## src/rtl/pipe_hazard_ctrl_pkg.sv

```systemverilog
// pipe_hazard_ctrl_pkg: shared state encoding, vectors and control-output bundle
package pipe_hazard_ctrl_pkg;
  localparam logic [1:0] ST_IDLE    = 2'd0;
  localparam logic [1:0] ST_STALL   = 2'd1;
  localparam logic [1:0] ST_KERNEL  = 2'd2;
  localparam logic [1:0] ST_HOLDOFF = 2'd3;
  localparam logic [31:0] INT_VECTOR = 32'h8000_0004;
  localparam logic [31:0] EXC_VECTOR = 32'h8000_0008;
  localparam logic [4:0]  REG_K0     = 5'd26;
  typedef struct packed {
    logic pc_hold;
    logic if_protect;
    logic if_flush;
    logic id_flush;
    logic inter_take;
    logic except_take;
    logic branch_before_inter;
    logic irq_ack;
  } ctrl_t;
endpackage

```

## src/rtl/pipe_hazard_ctrl_if.sv

```systemverilog
// pipe_hazard_ctrl_if: pipeline status in, stall/flush/take controls out
interface pipe_hazard_ctrl_if;
  logic [4:0] id_rs, id_rt, ex_rt;
  logic id_uses_rt, id_valid, id_jump, id_undef, id_kernel;
  logic ex_mem_rd, ex_branch_taken, irq;
  logic pc_hold, if_protect, if_flush, id_flush;
  logic inter_take, except_take, branch_before_inter, irq_ack;
  modport master (
    input  id_rs, id_rt, ex_rt, id_uses_rt, id_valid, id_jump, id_undef, id_kernel,
           ex_mem_rd, ex_branch_taken, irq,
    output pc_hold, if_protect, if_flush, id_flush, inter_take, except_take,
           branch_before_inter, irq_ack
  );
  modport slave (
    output id_rs, id_rt, ex_rt, id_uses_rt, id_valid, id_jump, id_undef, id_kernel,
           ex_mem_rd, ex_branch_taken, irq,
    input  pc_hold, if_protect, if_flush, id_flush, inter_take, except_take,
           branch_before_inter, irq_ack
  );
endinterface

```

## src/rtl/pipe_hazard_ctrl_irq_sync.sv

```systemverilog
// pipe_hazard_ctrl_irq_sync: IRQ synchroniser, rising-edge detect and pending latch
module pipe_hazard_ctrl_irq_sync #(
  parameter int SYNC_STAGES = 2
) (
  input  logic clk,
  input  logic rst,
  input  logic irq_i,
  input  logic ack_i,
  output logic pending_o
);
  logic [SYNC_STAGES-1:0] sync_q;
  logic edge_q, pending_q, pending_d;
  assign pending_d = (sync_q[SYNC_STAGES-1] & ~edge_q) | (pending_q & ~ack_i);
  assign pending_o = pending_q;
  always_ff @(posedge clk) begin
    if (rst) begin
      sync_q    <= '0;
      edge_q    <= 1'b0;
      pending_q <= 1'b0;
    end else begin
      sync_q    <= {sync_q[SYNC_STAGES-2:0], irq_i};
      edge_q    <= sync_q[SYNC_STAGES-1];
      pending_q <= pending_d;
    end
  end
endmodule

```

## src/rtl/pipe_hazard_ctrl.sv

```systemverilog
// pipe_hazard_ctrl: load-use stall, wrong-path flush and interrupt/exception entry sequencing
module pipe_hazard_ctrl
  import pipe_hazard_ctrl_pkg::*;
#(
  parameter int SYNC_STAGES = 2,
  parameter int HOLDOFF     = 1,
  parameter int HOLDOFF_W   = 4
) (
  input logic clk,
  input logic rst,
  pipe_hazard_ctrl_if.master bus
);
  logic [1:0] state_q, state_d, ret_q, ret_d, eff_state;
  logic [HOLDOFF_W-1:0] cnt_q, cnt_d;
  logic pending, loaduse, br, exc, intr, stall, jmp, user_valid;
  ctrl_t c;
  pipe_hazard_ctrl_irq_sync #(.SYNC_STAGES(SYNC_STAGES)) u_irq (
    .clk      (clk),
    .rst      (rst),
    .irq_i    (bus.irq),
    .ack_i    (intr),
    .pending_o(pending)
  );
  assign loaduse = bus.ex_mem_rd & (bus.ex_rt != 5'd0) &
                   ((bus.ex_rt == bus.id_rs) | (bus.id_uses_rt & (bus.ex_rt == bus.id_rt)));
  assign br    = ~rst & bus.ex_branch_taken;
  assign exc   = ~rst & ~br & bus.id_undef & bus.id_valid & (state_q != ST_KERNEL);
  assign intr  = ~rst & ~br & ~exc & pending & bus.id_valid & (state_q == ST_IDLE) &
                 ~bus.id_kernel & ~loaduse;
  assign stall = ~rst & ~br & ~exc & ~intr & loaduse & (state_q != ST_STALL);
  assign jmp   = ~rst & ~br & ~exc & ~intr & ~stall & bus.id_jump & bus.id_valid;
  assign c = '{pc_hold: stall, if_protect: stall, if_flush: br | exc | intr | jmp,
               id_flush: br | stall, inter_take: intr, except_take: exc,
               branch_before_inter: intr, irq_ack: intr};
  assign {bus.pc_hold, bus.if_protect, bus.if_flush, bus.id_flush, bus.inter_take,
          bus.except_take, bus.branch_before_inter, bus.irq_ack} = c;
  // a stalled instruction is re-evaluated next cycle in the state it stalled from
  assign eff_state  = (state_q == ST_STALL) ? ret_q : state_q;
  assign user_valid = bus.id_valid & ~bus.id_kernel;
  always_comb begin
    state_d = eff_state;
    ret_d   = ret_q;
    cnt_d   = cnt_q;
    if (br) state_d = state_q;
    else if (exc | intr) state_d = ST_KERNEL;
    else if (stall) begin
      state_d = ST_STALL;
      ret_d   = state_q;
    end else if (eff_state == ST_KERNEL && user_valid) begin
      state_d = (HOLDOFF == 0) ? ST_IDLE : ST_HOLDOFF;
      cnt_d   = HOLDOFF_W'(HOLDOFF);
    end else if (eff_state == ST_HOLDOFF) begin
      if (cnt_q == '0) state_d = ST_IDLE;
      else if (user_valid & ~jmp) begin
        cnt_d   = cnt_q - HOLDOFF_W'(1);
        state_d = (cnt_q == HOLDOFF_W'(1)) ? ST_IDLE : ST_HOLDOFF;
      end
    end
  end
  always_ff @(posedge clk) begin
    if (rst) begin
      state_q <= ST_IDLE;
      ret_q   <= ST_IDLE;
      cnt_q   <= '0;
    end else begin
      state_q <= state_d;
      ret_q   <= ret_d;
      cnt_q   <= cnt_d;
    end
  end
endmodule

```

## src/flat_wrapper.sv

```systemverilog
// flat-port wrapper written by rule: the top's interface ports become plain ports
module pipe_hazard_ctrl_flat import pipe_hazard_ctrl_pkg::*;
#(
  parameter int SYNC_STAGES = 2,
  parameter int HOLDOFF     = 1,
  parameter int HOLDOFF_W   = 4
)
  (clk, rst, bus_id_rs, bus_id_rt, bus_ex_rt, bus_id_uses_rt, bus_id_valid, bus_id_jump, bus_id_undef, bus_id_kernel, bus_ex_mem_rd, bus_ex_branch_taken, bus_irq, bus_pc_hold, bus_if_protect, bus_if_flush, bus_id_flush, bus_inter_take, bus_except_take, bus_branch_before_inter, bus_irq_ack);
  pipe_hazard_ctrl_if bus_i ();
  input logic clk;
  input logic rst;
  input wire logic [$bits(bus_i.id_rs)-1:0] bus_id_rs;
  input wire logic [$bits(bus_i.id_rt)-1:0] bus_id_rt;
  input wire logic [$bits(bus_i.ex_rt)-1:0] bus_ex_rt;
  input wire logic [$bits(bus_i.id_uses_rt)-1:0] bus_id_uses_rt;
  input wire logic [$bits(bus_i.id_valid)-1:0] bus_id_valid;
  input wire logic [$bits(bus_i.id_jump)-1:0] bus_id_jump;
  input wire logic [$bits(bus_i.id_undef)-1:0] bus_id_undef;
  input wire logic [$bits(bus_i.id_kernel)-1:0] bus_id_kernel;
  input wire logic [$bits(bus_i.ex_mem_rd)-1:0] bus_ex_mem_rd;
  input wire logic [$bits(bus_i.ex_branch_taken)-1:0] bus_ex_branch_taken;
  input wire logic [$bits(bus_i.irq)-1:0] bus_irq;
  output wire logic [$bits(bus_i.pc_hold)-1:0] bus_pc_hold;
  output wire logic [$bits(bus_i.if_protect)-1:0] bus_if_protect;
  output wire logic [$bits(bus_i.if_flush)-1:0] bus_if_flush;
  output wire logic [$bits(bus_i.id_flush)-1:0] bus_id_flush;
  output wire logic [$bits(bus_i.inter_take)-1:0] bus_inter_take;
  output wire logic [$bits(bus_i.except_take)-1:0] bus_except_take;
  output wire logic [$bits(bus_i.branch_before_inter)-1:0] bus_branch_before_inter;
  output wire logic [$bits(bus_i.irq_ack)-1:0] bus_irq_ack;
  assign bus_i.id_rs = bus_id_rs;
  assign bus_i.id_rt = bus_id_rt;
  assign bus_i.ex_rt = bus_ex_rt;
  assign bus_i.id_uses_rt = bus_id_uses_rt;
  assign bus_i.id_valid = bus_id_valid;
  assign bus_i.id_jump = bus_id_jump;
  assign bus_i.id_undef = bus_id_undef;
  assign bus_i.id_kernel = bus_id_kernel;
  assign bus_i.ex_mem_rd = bus_ex_mem_rd;
  assign bus_i.ex_branch_taken = bus_ex_branch_taken;
  assign bus_i.irq = bus_irq;
  assign bus_pc_hold = bus_i.pc_hold;
  assign bus_if_protect = bus_i.if_protect;
  assign bus_if_flush = bus_i.if_flush;
  assign bus_id_flush = bus_i.id_flush;
  assign bus_inter_take = bus_i.inter_take;
  assign bus_except_take = bus_i.except_take;
  assign bus_branch_before_inter = bus_i.branch_before_inter;
  assign bus_irq_ack = bus_i.irq_ack;
  pipe_hazard_ctrl #(.SYNC_STAGES(SYNC_STAGES), .HOLDOFF(HOLDOFF), .HOLDOFF_W(HOLDOFF_W)) u_core (.clk(clk), .rst(rst), .bus(bus_i));
endmodule
```

## config.mk

```make
export PLATFORM = sky130hd
export DESIGN_NAME = pipe_hazard_ctrl_flat
export DESIGN_NICKNAME = d
export VERILOG_FILES = /design/src/rtl/pipe_hazard_ctrl_pkg.sv /design/src/rtl/pipe_hazard_ctrl_if.sv /design/src/rtl/pipe_hazard_ctrl_irq_sync.sv /design/src/rtl/pipe_hazard_ctrl.sv /design/src/flat_wrapper.sv
export SDC_FILE = /design/constraint.sdc
export NUM_CORES = 1
export LEC_CHECK = 0
export ABC_AREA = 1
export BUFFER_PORTS_ARGS = -buffer_cell sky130_fd_sc_hd__buf_2
export CORE_MARGIN = 5
export CORE_UTILIZATION = 45
export CTS_CLUSTER_SIZE = 14
export DETAILED_ROUTE_END_ITERATION = 10
export PLACE_DENSITY_LB_ADDON = 0.1
export REMOVE_ABC_BUFFERS = 1
export SETUP_SLACK_MARGIN = 0.02
export SLEW_MARGIN = 40
export SYNTH_ARGS = -nofsm -noshare
export SYNTH_HDL_FRONTEND = slang
export SYNTH_HIERARCHICAL = 1
export SYNTH_SLANG_ARGS = --single-unit
```

## constraint.sdc

```tcl
create_clock -name clk -period 1.5 [get_ports clk]
set_input_delay 0.225 -clock clk [delete_from_list [all_inputs] [get_ports clk]]
set_output_delay 0.225 -clock clk [all_outputs]
set_load 0.05 [all_outputs]
```

=== After elaboration in Yosys (flattened, before gate mapping) ===
Index checks and enable logic that the tools add are counted.

* Bits in latches: 0
* Output and inout bits: 8
* Logic and storage cells: 77
* Memories: 0
* Register bits after elaboration: 12
* Bits in read-only memories: 0
* RAM bits: 0
* Input port bits: 25

* Bitwise operators: 41
* Equal/unequal tests: 9
* Mux-type cells: 12
* Reductions and logical operators: 8
* Multiply operators: 0
* Add/sub/neg operators: 1
* $lt $le $gt $ge: 0
* Shifts and indexed selects: 0
* Div/mod/pow operators: 0

{| class="wikitable"
|+ Operators with widths
! kind !! number
|-
| $and 1x1->1 || 24
|-
| $mux 2 || 8
|-
| $mux 4 || 4
|-
| $eq 5x5->1 || 2
|-
| $not 1->1 || 10
|-
| $or 1x1->1 || 7
|-
| $reduce_and 6->1 || 1
|-
| $reduce_bool 5->1 || 1
|-
| $eq 2x2->1 const B || 2
|-
| $eq 4x1->1 const B || 1
|-
| $logic_not 4->1 || 1
|-
| $ne 2x1->1 const B || 2
|-
| $reduce_bool 2->1 || 2
|-
| $sub 4x1->4 const B || 1
|-
| $reduce_and 3->1 || 1
|-
| $eq 2x1->1 const B || 1
|-
| $logic_not 2->1 || 1
|-
| $ne 2x2->1 const B || 1
|-
| $logic_and 1x1->1 || 1
|}

=== Logic depth before layout (Yosys ltp) ===
* Depth after elaboration: 30
* Gate-level depth with buffers: 16
* Mapped depth without buffers: 16

=== Modules after synthesis ===
Netlist, hierarchy kept.

{| class="wikitable"
|+ Modules (own cells, without submodules)
! module !! cells each !! sequential area each (sq um) !! times used !! area an instance (sq um)
|-
| pipe_hazard_ctrl || 154 || 160.2 || 1 || 910.9
|-
| pipe_hazard_ctrl_irq_sync || 16 || 80.1 || 1 || 132.6
|}

=== Worst setup path before layout ===
OpenSTA, ideal clock, no wires.

* Path type: reg-to-output
* From: register u_core.state_q[0]
* To: output port bus_if_flush
* Data required time: 1.275 ns
* Path slack: -0.445 ns
* Buffers on the path: 0
* Stages on the path, launching flop included: 6
* Arrival time: 1.720 ns
* Path through: dfxtp_1 -> o21ai_2 -> nor2_1 -> nor3b_2 -> nand3_2 -> nand2_1

* Cells in the longest elaborated chain, start to end: 18
* Elaborated cells between the ends (all ways): 22
* Classes of those cells: eq/ne (2); bitwise (19); reduce/logical (1)

{| class="wikitable"
|+ Ends and longest elaborated chain
! what !! RTL line !! RTL
|-
| start, declared || pipe_hazard_ctrl.sv:13 || <nowiki>logic [1:0] state_q, state_d, ret_q, ret_d, eff_state;</nowiki>
|-
| start signal, assigned || pipe_hazard_ctrl.sv:66 || <nowiki>state_q <= state_d;</nowiki>
|-
| $ne 2x2->1 (*) || pipe_hazard_ctrl.sv:27 || <nowiki>assign exc = ~rst & ~br & bus.id_undef & bus.id_valid & (state_q != ST_KERNEL);</nowiki>
|-
| $and 1x1->1 (*) || pipe_hazard_ctrl.sv:27 ||
|-
| named net bus_except_take || flat_wrapper.sv:28 || <nowiki>output wire logic [$bits(bus_i.except_take)-1:0] bus_except_take;</nowiki>
|-
| $not 1->1 || pipe_hazard_ctrl.sv:28, pipe_hazard_ctrl.sv:30, pipe_hazard_ctrl.sv:31 ||
|-
| $and 1x1->1 || pipe_hazard_ctrl.sv:28, pipe_hazard_ctrl.sv:30, pipe_hazard_ctrl.sv:31 ||
|-
| $and 1x1->1 (4 in series) || pipe_hazard_ctrl.sv:28 || <nowiki>assign intr = ~rst & ~br & ~exc & pending & bus.id_valid & (state_q == ST_IDLE) &</nowiki>
|-
| $and 1x1->1 || pipe_hazard_ctrl.sv:29 || <nowiki>~bus.id_kernel & ~loaduse;</nowiki>
|-
| $not 1->1 || pipe_hazard_ctrl.sv:30, pipe_hazard_ctrl.sv:31 ||
|-
| $and 1x1->1 || pipe_hazard_ctrl.sv:30, pipe_hazard_ctrl.sv:31 ||
|-
| $and 1x1->1 (2 in series) || pipe_hazard_ctrl.sv:30 || <nowiki>assign stall = ~rst & ~br & ~exc & ~intr & loaduse & (state_q != ST_STALL);</nowiki>
|-
| $not 1->1 || pipe_hazard_ctrl.sv:31 || <nowiki>assign jmp = ~rst & ~br & ~exc & ~intr & ~stall & bus.id_jump & bus.id_valid;</nowiki>
|-
| $and 1x1->1 (3 in series) || pipe_hazard_ctrl.sv:31 ||
|-
| $or 1x1->1 (*) || pipe_hazard_ctrl.sv:32 || <nowiki>assign c = '{pc_hold: stall, if_protect: stall, if_flush: br | exc | intr | jmp,</nowiki>
|-
| end, declared || flat_wrapper.sv:25 || <nowiki>output wire logic [$bits(bus_i.if_flush)-1:0] bus_if_flush;</nowiki>
|}

Mark *: on every way through the listed nets, which the timed path passes. The rest lies on a longest branch.

=== Worst setup path in the final report ===
* From: register u_core.state_q[1]
* To: output port bus_if_flush

* Cells in the longest elaborated chain, start to end: 18
* Elaborated cells between the ends (all ways): 22
* Classes of those cells: eq/ne (2); bitwise (19); reduce/logical (1)

{| class="wikitable"
|+ Ends and longest elaborated chain
! what !! RTL line
|-
| $ne 2x2->1 || pipe_hazard_ctrl.sv:27
|-
| $and 1x1->1 || pipe_hazard_ctrl.sv:27
|-
| $not 1->1 || pipe_hazard_ctrl.sv:28, pipe_hazard_ctrl.sv:30, pipe_hazard_ctrl.sv:31
|-
| $and 1x1->1 || pipe_hazard_ctrl.sv:28, pipe_hazard_ctrl.sv:30, pipe_hazard_ctrl.sv:31
|-
| $and 1x1->1 (4 in series) || pipe_hazard_ctrl.sv:28
|-
| $and 1x1->1 || pipe_hazard_ctrl.sv:29
|-
| $not 1->1 || pipe_hazard_ctrl.sv:30, pipe_hazard_ctrl.sv:31
|-
| $and 1x1->1 || pipe_hazard_ctrl.sv:30, pipe_hazard_ctrl.sv:31
|-
| $and 1x1->1 (2 in series) || pipe_hazard_ctrl.sv:30
|-
| $not 1->1 || pipe_hazard_ctrl.sv:31
|-
| $and 1x1->1 (3 in series) || pipe_hazard_ctrl.sv:31
|-
| $or 1x1->1 (*) || pipe_hazard_ctrl.sv:32
|}

Mark *: on every way between the ends. The rest lies on a longest branch, timed or not.

==> metrics list <==
- The number of antenna violations at the first check in global routing was 0.
- Req. time, crit path: 1.27 ns
- Count of placed standard cells including taps: 246
- Hold timing on the final database bottoms out at a slack of 0.151 ns.
- Data arrives at the worst endpoint at 1.63 ns.
- CTS saw 12 sinks.
* Wire length of the first global-routing pass: 5320 microns
* Gate count of the mapped netlist: 170
* I/O Buffers: 32
- Commonest cells after routing, fill and taps aside: nand2_1, inv_1, buf_2, buf_4, nor2_1
- Dividing the synthesized area by the synthesized cell count gives 6.14 sq um.
- The checks that failed: setup timing.
* Via count of the first global-routing pass: 1319
* Fraction of layout cells with a size suffix above 1: 50.0%
* Maximum level of the CTS H-tree: 1
- After the first detailed-routing iteration, the DRC count stood at 52.
* Remaining global-route overflow: 0
- The library cell used most frequently in the layout, excluding fill and tap cells, is nand2_1.
- After clock tree synthesis, the clock-pin slew on the worst setup and hold paths is 0.09 ns.
- IR drop worst, VDD: 0.518 mV
- Grt met2 use: 39.2%
* GRT met3 Usage: 4.23%
- The number of max-slew violations in the final report is 0.
- The initial utilization of the core area, before any placement, comes to 47.2%.
- Number of synthesized register bits: 12
- Counting along the longest clock path gives a buffer depth of 2.
* Synth unique cells: 27
* Time the final worst path needs with I/O delays and setup: 1.85 ns
* Worst min path class: input pin to flip-flop
- Leak pwr: 0.902 nW
- TritonCTS created 3 clock buffers.
- GRT Resource Usage Total: 20.1%
- The later pin in the worst-skew pair is clocked with a latency of 0.28 ns.
- In this run the tightest slew margin relative to its limit is 78.5%.
- The count of nets left with antenna violations once routing finished came out at 0.
- Sequential elements use 23.0% of the synthesized area.
- Cell count of the worst reg-to-reg path: 14
- Entering global routing, the biggest net connects 11 pins.
* GRT busiest layer: met2
- Setup repair after global routing missed its margin: true
- In the routed design, unresolved DRC markers number 0.
- Max-cap check violation count: 0
- STA classifies the critical path endpoint as an output port.
- Least setup slack across all paths after layout: -0.352 ns
- Post-detailed-placement half-perimeter wirelength: 2220 microns
- Kind of critical path: flip-flop to output port
- In this run the register-to-register setup slack is -0.33 ns.
* Post-detailed-routing wire length: 3520 microns
- Final design utilization: 78.3%
- The worst register-to-register path ends at u_core/cnt_q[1].
- Element type at the critical path start: flip-flop
- Startpoint of the lowest-slack register-to-register path: u_core/state_q[1]
- The die is 58.2 microns tall.
- In the finished design, the share of the clock period the worst path needs comes to 123%.
- During synthesis, Yosys emitted a total of 6 warnings.
- Final setup fails: 14
- Global routing consumed, on the met1 layer, 20.4% of the routing resources.
* Area of the core region: 2210 sq um
- Number of top-level pins: 33
- Full die area: 3380 sq um
* Gpl congestion: 0.904
* Number of vias in the routed layout: 1305
- TritonCTS clock tree: yes
- Compared with the post-synthesis result, the final layout area differs by 65.9%.
- The mapped netlist covers 1040 sq um.
* Vias per inst: 4.98
* Highest Clock Rate: 540 MHz
* Worst-case hold path end point: u_core/u_irq/sync_q[0]
- Total number of nets in the final design: 263
- The startpoint identified for the worst hold timing path is bus_irq.
* ANT cells: 0
* Count of endpoints failing hold in the final timing report: 0
- After detailed routing, the average wire length per cell comes to 13.4 microns.
- First-pass iteration count of the detailed router: 4
- Dividing total power by cell area gives a power density of 512 nW/um^2.
* Fin cells: 262
- Counting instances, the worst hold path has a depth of 3.
- In this run the clock root is driven by a clkbuf_4.
- OpenSTA, run right after detailed placement, puts the worst setup slack at -0.180 ns.
- Final Skew: 0.0173 ns
* Max FO, Critical Path: 3
* Least-Margin Pin Slew: 0.319 ns
- Die Width: 58.2 microns
- Row generation in the floorplan step produced 17 rows.
- Result of the run: complete, but fails checks
-- logic make-up after synthesis --
family          Yosys count  synth area share [%]
compound gates           18                  10.4
xor+xnor                  3                  2.52
fa+ha+maj                 3                  3.60
buf+inv                  41                  15.9
flops                    12                  23.0
simple gates             93                  44.5
-- worst max-delay path, stage by stage, from the launching register on --
cell and delay [ns]:
dfxtp_2 0.34, inv_2 0.05, o21ai_4 0.17, o21ai_4 0.09, nor3_2 0.16, nand2_2 0.13, o21ai_4 0.09, nor2_2 0.06
nand2_1 0.08, buf_6 0.16
-- through the flow --
stage / total power [mW] / cell area (sq um) / TNS, ns
finish: 0.887 / 1730 / -3.49
global route: 0.930 / 1730 / -4.60
CTS: 0.860 / 1620 / -2.55
detailed placement: 0.555 / 1360 / -1.51
global placement: 0.549 / 1360 / -1.28
floorplan: 0.460 / 1020 / -6.47
-- worst max path at each step --
stage	depth (start not counted)	slack (ns)	start	to
3_5_place_dp	17	-0.18	bus_ex_rt[0]	u_core/state_q[0]
6_report	9	-0.35	u_core/state_q[1]	bus_if_flush
3_3_place_gp	17	-0.13	bus_ex_rt[0]	u_core/state_q[0]
2_1_floorplan	9	-0.68	u_core/state_q[1]	u_core/u_irq/pending_o
5_1_grt	9	-0.42	u_core/state_q[1]	bus_if_flush
4_1_cts	9	-0.28	u_core/state_q[1]	bus_if_flush
-- cells in the mapped netlist --
library cell	n	area share [%]
ha_1	3	3.6
o21ai_1	1	0.48
inv_2	8	2.9
nand3_4	1	1.7
nor3_1	2	0.96
nand2_2	3	1.8
nand2_4	1	1.1
buf_4	3	2.2
o21ai_0	5	2.4
nor3_2	1	0.96
nand2_1	44	16
nor2_4	2	2.2
nor2_2	4	2.4
nand3_2	3	2.9
xnor2_1	1	0.84
nand3_1	9	4.3
clkinv_2	1	0.48
nor2_1	17	6.1
o21ai_2	5	4.2
xor2_1	2	1.7
dfxtp_1	12	23
nor3b_2	1	1.2
inv_1	29	10
or2_2	1	0.60
nand4_1	3	1.8
nor3b_1	1	0.72
a21oi_1	7	3.4
-- sequential cells by signal (all words and copies together), names as in the netlist --
register	count
u_core/cnt_q	4
u_core/u_irq/edge_q	1
u_core/state_q	2
u_core/u_irq/pending_o	1
u_core/ret_q	2
u_core/u_irq/sync_q	2
-- layout make-up --
type                            instances  area, sq um
Fill cell                             155          480
Clock buffer                            4         36.3
Sequential cell                        12          243
Timing Repair Buffer                   63          519
Multi-Input combinational cell        117          734
Inverter                               38          164
Tap cell                               28         35.0
-- report_power, final --
part | leakage [nW] | internal [mW] | switching [mW]
Sequential | 0.0984 | 0.327 | 0.00544
Clock | 0.0210 | 0.148 | 0.119
Combinational | 0.783 | 0.133 | 0.155
-- per-layer routing --
metal  share of wire [%]  up-vias
met4                 2.3        0
met2                  50       53
met5                   0        -
met1                  41      601
met3                 7.1        9
li1                    -      642
-- what timing repair did --
| item | CTS | global route |
|---|---|---|
| gates resized for setup | 43 | 20 |
| gates cloned | 0 | 0 |
| buffers inserted | 7 | 5 |
| pin swaps | 7 | 2 |
| hold buffers | 0 | 0 |
| endpoints found under the setup margin | 15 | 17 |
No activity file was read; power rests on OpenSTA's default activity.
